### src/rtl/pipelined_adder_if.sv
// Operand/result handshake bundle for pipelined_adder.
// Carries an extra sub bit when PIPELINED_ADDER_SUB_EN is defined.
interface pipelined_adder_if #(
    parameter int WIDTH = 16
);
    logic             in_valid;
    logic             in_ready;
    logic [WIDTH-1:0] a;
    logic [WIDTH-1:0] b;
    logic             cin;
`ifdef PIPELINED_ADDER_SUB_EN
    logic             sub;
`endif
    logic             out_valid;
    logic             out_ready;
    logic [WIDTH-1:0] sum;
    logic             cout;

    modport master (
`ifdef PIPELINED_ADDER_SUB_EN
        output sub,
`endif
        output in_valid,
        output a,
        output b,
        output cin,
        output out_ready,
        input  in_ready,
        input  out_valid,
        input  sum,
        input  cout
    );

    modport slave (
`ifdef PIPELINED_ADDER_SUB_EN
        input  sub,
`endif
        input  in_valid,
        input  a,
        input  b,
        input  cin,
        input  out_ready,
        output in_ready,
        output out_valid,
        output sum,
        output cout
    );
endinterface

### src/rtl/pipelined_adder.sv
// Pipelined ripple adder: one CHUNK slice per stage, carry registered between stages.
// Define PIPELINED_ADDER_SUB_EN to add a per-operation subtract control.
module pipelined_adder #(
    parameter int WIDTH  = 16,
    parameter int STAGES = 4
) (
    input logic              clk,
    input logic              rst,
    pipelined_adder_if.slave bus
);
    localparam int CHUNK = WIDTH / STAGES;

    if (WIDTH % STAGES != 0) begin : g_chk
        $error("pipelined_adder: WIDTH must be a multiple of STAGES");
    end

    logic             adv;
    logic [WIDTH-1:0] a_in;
    logic [WIDTH-1:0] b_in;
    logic             c_in;

    assign a_in = bus.a;
`ifdef PIPELINED_ADDER_SUB_EN
    // a - b as a + ~b + 1; cin is ignored when subtracting
    assign b_in = bus.sub ? ~bus.b : bus.b;
    assign c_in = bus.sub ? 1'b1 : bus.cin;
`else
    assign b_in = bus.b;
    assign c_in = bus.cin;
`endif

    for (genvar k = 0; k < STAGES; k++) begin : g_st
        localparam int IW = WIDTH - k * CHUNK;
        localparam int SW = (k + 1) * CHUNK;

        logic [IW-1:0]  a_p;
        logic [IW-1:0]  b_p;
        logic           c_p;
        logic           v_p;
        logic [CHUNK:0] part;
        logic [SW-1:0]  s_nx;
        logic           v;
        logic           c;
        logic [SW-1:0]  s;

        if (k == 0) begin : g_src
            assign a_p  = a_in;
            assign b_p  = b_in;
            assign c_p  = c_in;
            assign v_p  = bus.in_valid;
            assign s_nx = part[CHUNK-1:0];
        end else begin : g_src
            assign a_p  = g_st[k-1].g_fwd.a_r;
            assign b_p  = g_st[k-1].g_fwd.b_r;
            assign c_p  = g_st[k-1].c;
            assign v_p  = g_st[k-1].v;
            assign s_nx = {part[CHUNK-1:0], g_st[k-1].s};
        end

        assign part = {1'b0, a_p[CHUNK-1:0]}
                    + {1'b0, b_p[CHUNK-1:0]}
                    + {{CHUNK{1'b0}}, c_p};

        // Data only loads on valid slots so the output holds across bubbles
        always_ff @(posedge clk or posedge rst) begin
            if (rst) begin
                v <= 1'b0;
                c <= 1'b0;
                s <= '0;
            end else if (adv) begin
                v <= v_p;
                if (v_p) begin
                    c <= part[CHUNK];
                    s <= s_nx;
                end
            end
        end

        if (k < STAGES - 1) begin : g_fwd
            logic [IW-CHUNK-1:0] a_r;
            logic [IW-CHUNK-1:0] b_r;

            always_ff @(posedge clk or posedge rst) begin
                if (rst) begin
                    a_r <= '0;
                    b_r <= '0;
                end else if (adv && v_p) begin
                    a_r <= a_p[IW-1:CHUNK];
                    b_r <= b_p[IW-1:CHUNK];
                end
            end
        end
    end

    assign adv           = !g_st[STAGES-1].v | bus.out_ready;
    assign bus.in_ready  = adv;
    assign bus.out_valid = g_st[STAGES-1].v;
    assign bus.sum       = g_st[STAGES-1].s;
    assign bus.cout      = g_st[STAGES-1].c;
endmodule

### src/flat_wrapper.sv
// flat-port wrapper written by rule: the top's interface ports become plain ports
module pipelined_adder_flat 
#(
    parameter int WIDTH  = 16,
    parameter int STAGES = 4
)
  (clk, rst, bus_in_valid, bus_a, bus_b, bus_cin, bus_out_ready, bus_in_ready, bus_out_valid, bus_sum, bus_cout);
  pipelined_adder_if #(.WIDTH(WIDTH)) bus_i ();
  input logic clk;
  input logic rst;
  input wire logic [$bits(bus_i.in_valid)-1:0] bus_in_valid;
  input wire logic [$bits(bus_i.a)-1:0] bus_a;
  input wire logic [$bits(bus_i.b)-1:0] bus_b;
  input wire logic [$bits(bus_i.cin)-1:0] bus_cin;
  input wire logic [$bits(bus_i.out_ready)-1:0] bus_out_ready;
  output wire logic [$bits(bus_i.in_ready)-1:0] bus_in_ready;
  output wire logic [$bits(bus_i.out_valid)-1:0] bus_out_valid;
  output wire logic [$bits(bus_i.sum)-1:0] bus_sum;
  output wire logic [$bits(bus_i.cout)-1:0] bus_cout;
  assign bus_i.in_valid = bus_in_valid;
  assign bus_i.a = bus_a;
  assign bus_i.b = bus_b;
  assign bus_i.cin = bus_cin;
  assign bus_i.out_ready = bus_out_ready;
  assign bus_in_ready = bus_i.in_ready;
  assign bus_out_valid = bus_i.out_valid;
  assign bus_sum = bus_i.sum;
  assign bus_cout = bus_i.cout;
  pipelined_adder #(.WIDTH(WIDTH), .STAGES(STAGES)) u_core (.clk(clk), .rst(rst), .bus(bus_i));
endmodule
### config.mk
export PLATFORM = sky130hd
export DESIGN_NAME = pipelined_adder_flat
export DESIGN_NICKNAME = d
export VERILOG_FILES = /design/src/rtl/pipelined_adder_if.sv /design/src/rtl/pipelined_adder.sv /design/src/flat_wrapper.sv
export SDC_FILE = /design/constraint.sdc
export NUM_CORES = 1
export LEC_CHECK = 0
export CAP_MARGIN = 5
export CORE_ASPECT_RATIO = 0.9
export CORE_MARGIN = 2
export CORE_UTILIZATION = 47
export DETAILED_ROUTE_END_ITERATION = 10
export PLACE_DENSITY = 0.7
export RECOVER_POWER = 100
export SYNTH_ARGS = -nofsm -noshare
export SYNTH_HDL_FRONTEND = slang
export SYNTH_SLANG_ARGS = --single-unit
### constraint.sdc
create_clock -name clk -period 7.45 [get_ports clk]
set_input_delay 1.49 -clock clk [delete_from_list [all_inputs] [get_ports clk]]
set_output_delay 1.49 -clock clk [all_outputs]
set_load 0.05 [all_outputs]
After elaboration in Yosys (flattened, before gate mapping)

Cells that the tools add are included.

Flip-flop bits (word level): 96
Bits in latches: 0
Memory bits (writable): 0
Memory bits (read-only): 0
Bits of input ports: 37
Output and inout bits: 19
Logic and storage cells: 35
Memories kept: 0

$add $sub $neg: 8
Multipliers: 0
Div/mod/pow operators: 0
Magnitude comparators: 0
Equality and inequality tests: 0
Shift-type cells: 0
Mux-type cells: 0
Bitwise operators: 1
Reductions and logical operators: 8

Operators by type and width:

| operator                               | number |
|---|---|
| 4-bit by 4-bit adder with 5-bit output | 4 |
| 5-bit by 1-bit adder with 5-bit output | 4 |
| 2-bit AND reduction                    | 4 |
| 1-bit logical AND                      | 3 |
| 1-bit logical NOT                      | 1 |
| 1-bit OR                               | 1 |

Depth between registers and ports, before layout

Depth in word-level cells: 3
Gate-level depth with buffers: 6
Depth with buffers taken out: 6

Worst setup path before layout

Ideal clock, no wire load.

Kind: input -> output
Start: input port bus_out_ready
End: output port bus_in_ready
Data arrival time: 1.868 ns
Required time: 5.960 ns
Slack: 4.092 ns
Stages on the path: 3
Buffers on the path: 1
Path through: nor2b_4 > inv_4 > buf_12

Cells in the longest elaborated chain, start to end: 1

Ends and longest elaborated chain:

| element     | RTL line              | text |
|---|---|---|
| from (decl) | flat_wrapper.sv:15    | `input wire logic [$bits(bus_i.out_ready)-1:0] bus_out_ready;` |
| 1-bit OR    | pipelined_adder.sv:95 | `assign adv = !g_st[STAGES-1].v \| bus.out_ready;` |
| to (decl)   | flat_wrapper.sv:16    | `output wire logic [$bits(bus_i.in_ready)-1:0] bus_in_ready;` |

No other way between the ends.

Final worst setup path

Same ends and word-level chain as after synthesis.

==> metrics.txt <==
reg-to-reg startpoint=u_core.bus.out_valid; GPL Wtd Cong=0.736; nets=403; die area=0.00997 mm2; violated checks=max-capacitance violations, max-slew violations; Sink Count=96; CTS tree=built; Reg2Reg Capture Point=u_core.g_st[0].g_fwd.b_r[9]; min-delay worst type=flip-flop to flip-flop; Synth cell types=28; Total Routing Usage GR=15.3%; CP arrival=3900 ps; via count=2390; Max Cap Violations=2; Pwr Density=421 mW/mm2; Setup Fix Bufs, Post-CTS=0; Final min period=5390 ps; Final Hold Viols=0; post-synthesis sequential area ratio=55.6%; buffer depth of the longest clock path=2; CP Launch Type=input port; Worst Hold End=u_core.g_st[2].g_fwd.b_r[1]; EDFF count, synth=0; core area=0.00900 mm2; reg2reg path depth=5; Antenna diodes=0; Num CTS Buffers=9; Sequential Power Share=42.6%; Sw Share=38.4%; root buf cell=clkbuf_8; clk_skew=12.2 ps; switching pwr=0.000799 W; Die Height=94.9 um; headroom to the max-slew limit=-44.2%; synthesized area=0.00432 mm2; width of the chip=105 um; DRT Pass-1 Iters=4; min-delay src=u_core.g_st[1].g_fwd.b_r[5]; status=finished, violations left; Syn-to-layout area delta=14.2%; final number of setup-violating endpoints=0; I/O pins=56; combinational fraction of design power=42.5%; CTS resizes=0; worst-margin pin slew=2160 ps; Detail Placement HPWL=4910 um; initial DRC count=149; DRT Wirelength=6940 um; RSZ-0062 raised after global routing=no; grt total ovfl=0; std cell rows=33; Cell Int Power=0.00128 W; CP Capture Type=output port; fmax=185 MHz; vias in the first global route=2498; largest net degree at the start of global routing=91; dominant synthesized flop cell=dfrtp_1; Leak=2.14 nW; Yosys warnings=0; DR DRC count=0; crit path max fanout=16; fin crit share=72.4%; PortBufs=55; setup_tns=0 ps; syn_nets=345; max-slew violations=121; Util after Layout=54.8%; fraction of layout instances using a drive strength above 1=19.1%; Worst-path clk slew=90 ps; Syn Inst Count=288; Clock Latency Late Sink=360 ps; critical path class=input port to output port; routed len/inst=14.7 um; hold depth=1; CTS Hold Buffers Added=0; ys async rst share=100%; Initial Utilization=48.0%; initial antenna violation count=0; VDD IR max=173 uV; Final ANT Viol Nets=0; Via density=5.05; Worst EP required=5960 ps; Seq cells post-synth=96; Syn Area/Cell=15.0 um2; clock network power share=14.9%; first-pass GRT wire length=12000 um; H-tree depth=3; r2r setup slk=4250 ps
-- cell families after synthesis --
logic type	count (synthesis)	synth area share [%]
AOI/OAI and AO/OA	46	5.85
xor gates and xnor gates	4	0.812
adders and majority gates	20	7.19
buffers and inverters	25	4.49
DFF	96	55.6
muxes	77	22.6
and+or+nand+nor	20	3.42
-- Yosys cell counts, drive strengths merged (3+ instances only) --
| master | instances | area [um2] |
|---|---|---|
| dfrtp | 96 | 2400 |
| mux2 | 77 | 976 |
| o21ai | 26 | 130 |
| inv | 15 | 58.8 |
| ha | 12 | 150 |
| a21oi | 11 | 55.1 |
| buf | 9 | 131 |
| fa | 8 | 160 |
| nand2 | 5 | 45.1 |
| a21boi | 4 | 30.0 |
| and3b | 4 | 35.0 |
| nand3 | 4 | 20.0 |
| nor2b | 4 | 32.5 |
| o31ai | 4 | 30.0 |
| nor3 | 3 | 15.0 |
| xor2 | 3 | 26.3 |
-- worst max path at each step --
stage                  start               to  slack, ps  cells past startpoint
5_1_grt        bus_out_ready     bus_in_ready       1910                      4
4_1_cts        bus_out_ready     bus_in_ready       2740                      4
2_1_floorplan            rst  u_core.bus.cout       3450                      1
6_report       bus_out_ready     bus_in_ready       2060                      4
3_5_place_dp   bus_out_ready     bus_in_ready       2750                      4
3_3_place_gp   bus_out_ready     bus_in_ready       2790                      4
-- routing by layer --
metal	global-route usage (%)	share of wire, %	vias up
met5	0	0	-
met1	19.8	47	1210
met4	5.67	1.4	0
met2	25.4	48	41
li1	-	-	1130
met3	3.80	3.9	9
-- area by class of cell --
class	instances	area [um2]
multi-input combinational	167	1580
clock buffer	9	124
inverter	15	60.1
clock inverter	7	55.1
timing repair buffer	57	559
sequential	96	2400
tap	122	153
fill	800	4070
-- cell usage in the layout, fill, tap and decap left out --
cell	netlist	final
dfrtp_1	96	96
mux2_2	48	48
clkdlybuf4s50_1	0	34
mux2_1	0	29
o21ai_0	26	26
dlygate4sd3_1	0	21
inv_1	14	13
ha_1	12	12
a21oi_1	11	11
clkbuf_8	0	9
fa_1	8	8
nand2_1	2	5
nor2b_1	3	4
nand3_1	4	4
a21boi_0	4	4
and3b_1	4	4
o31ai_1	4	4
clkinvlp_4	0	4
xor2_1	3	3
nor3_1	3	3
inv_4	1	1
xnor2_1	1	1
clkinvlp_2	0	1
a21o_1	1	1
inv_8	0	1
clkinv_2	0	1
inv_6	0	1
clkbuf_1	1	1
clkbuf_2	0	1
-- critical path, stage by stage --
cell           delay [ps]
dlygate4sd3_1         540
nor2b_1               860
inv_4                 180
dlygate4sd3_1         840
-- stage by stage --
stage	power [W]	instance area [um2]	hold WS [ps]	cells	worst slack, ps
global route	0.00224	4930	504	473	1910
CTS	0.00224	5080	506	473	2740
floorplan	0.00169	4320	470	288	3450
detailed placement	0.00193	4900	487	457	2750
finish	0.00208	4930	482	473	2060
global placement	0.00188	4900	483	457	2790
-- sequential cells by signal, summed over array words and instances (netlist names) --
register               cells
u_core.bus.cout            1
u_core.bus.out_valid       1
u_core.bus.sum            16
u_core.g_st.c              3
u_core.g_st.g_fwd.a_r     24
u_core.g_st.g_fwd.b_r     24
u_core.g_st.s             24
u_core.g_st.v              3
-- power groups by stage --
stage               Combinational, W  Clock [W]  Sequential (W)
floorplan                   0.000655          0         0.00104
global placement            0.000978          0        0.000905
detailed placement           0.00101          0        0.000915
CTS                          0.00102   0.000320        0.000904
global route                0.000979   0.000340        0.000919
finish                      0.000883   0.000309        0.000886
Power figures use the tool's default switching activity.
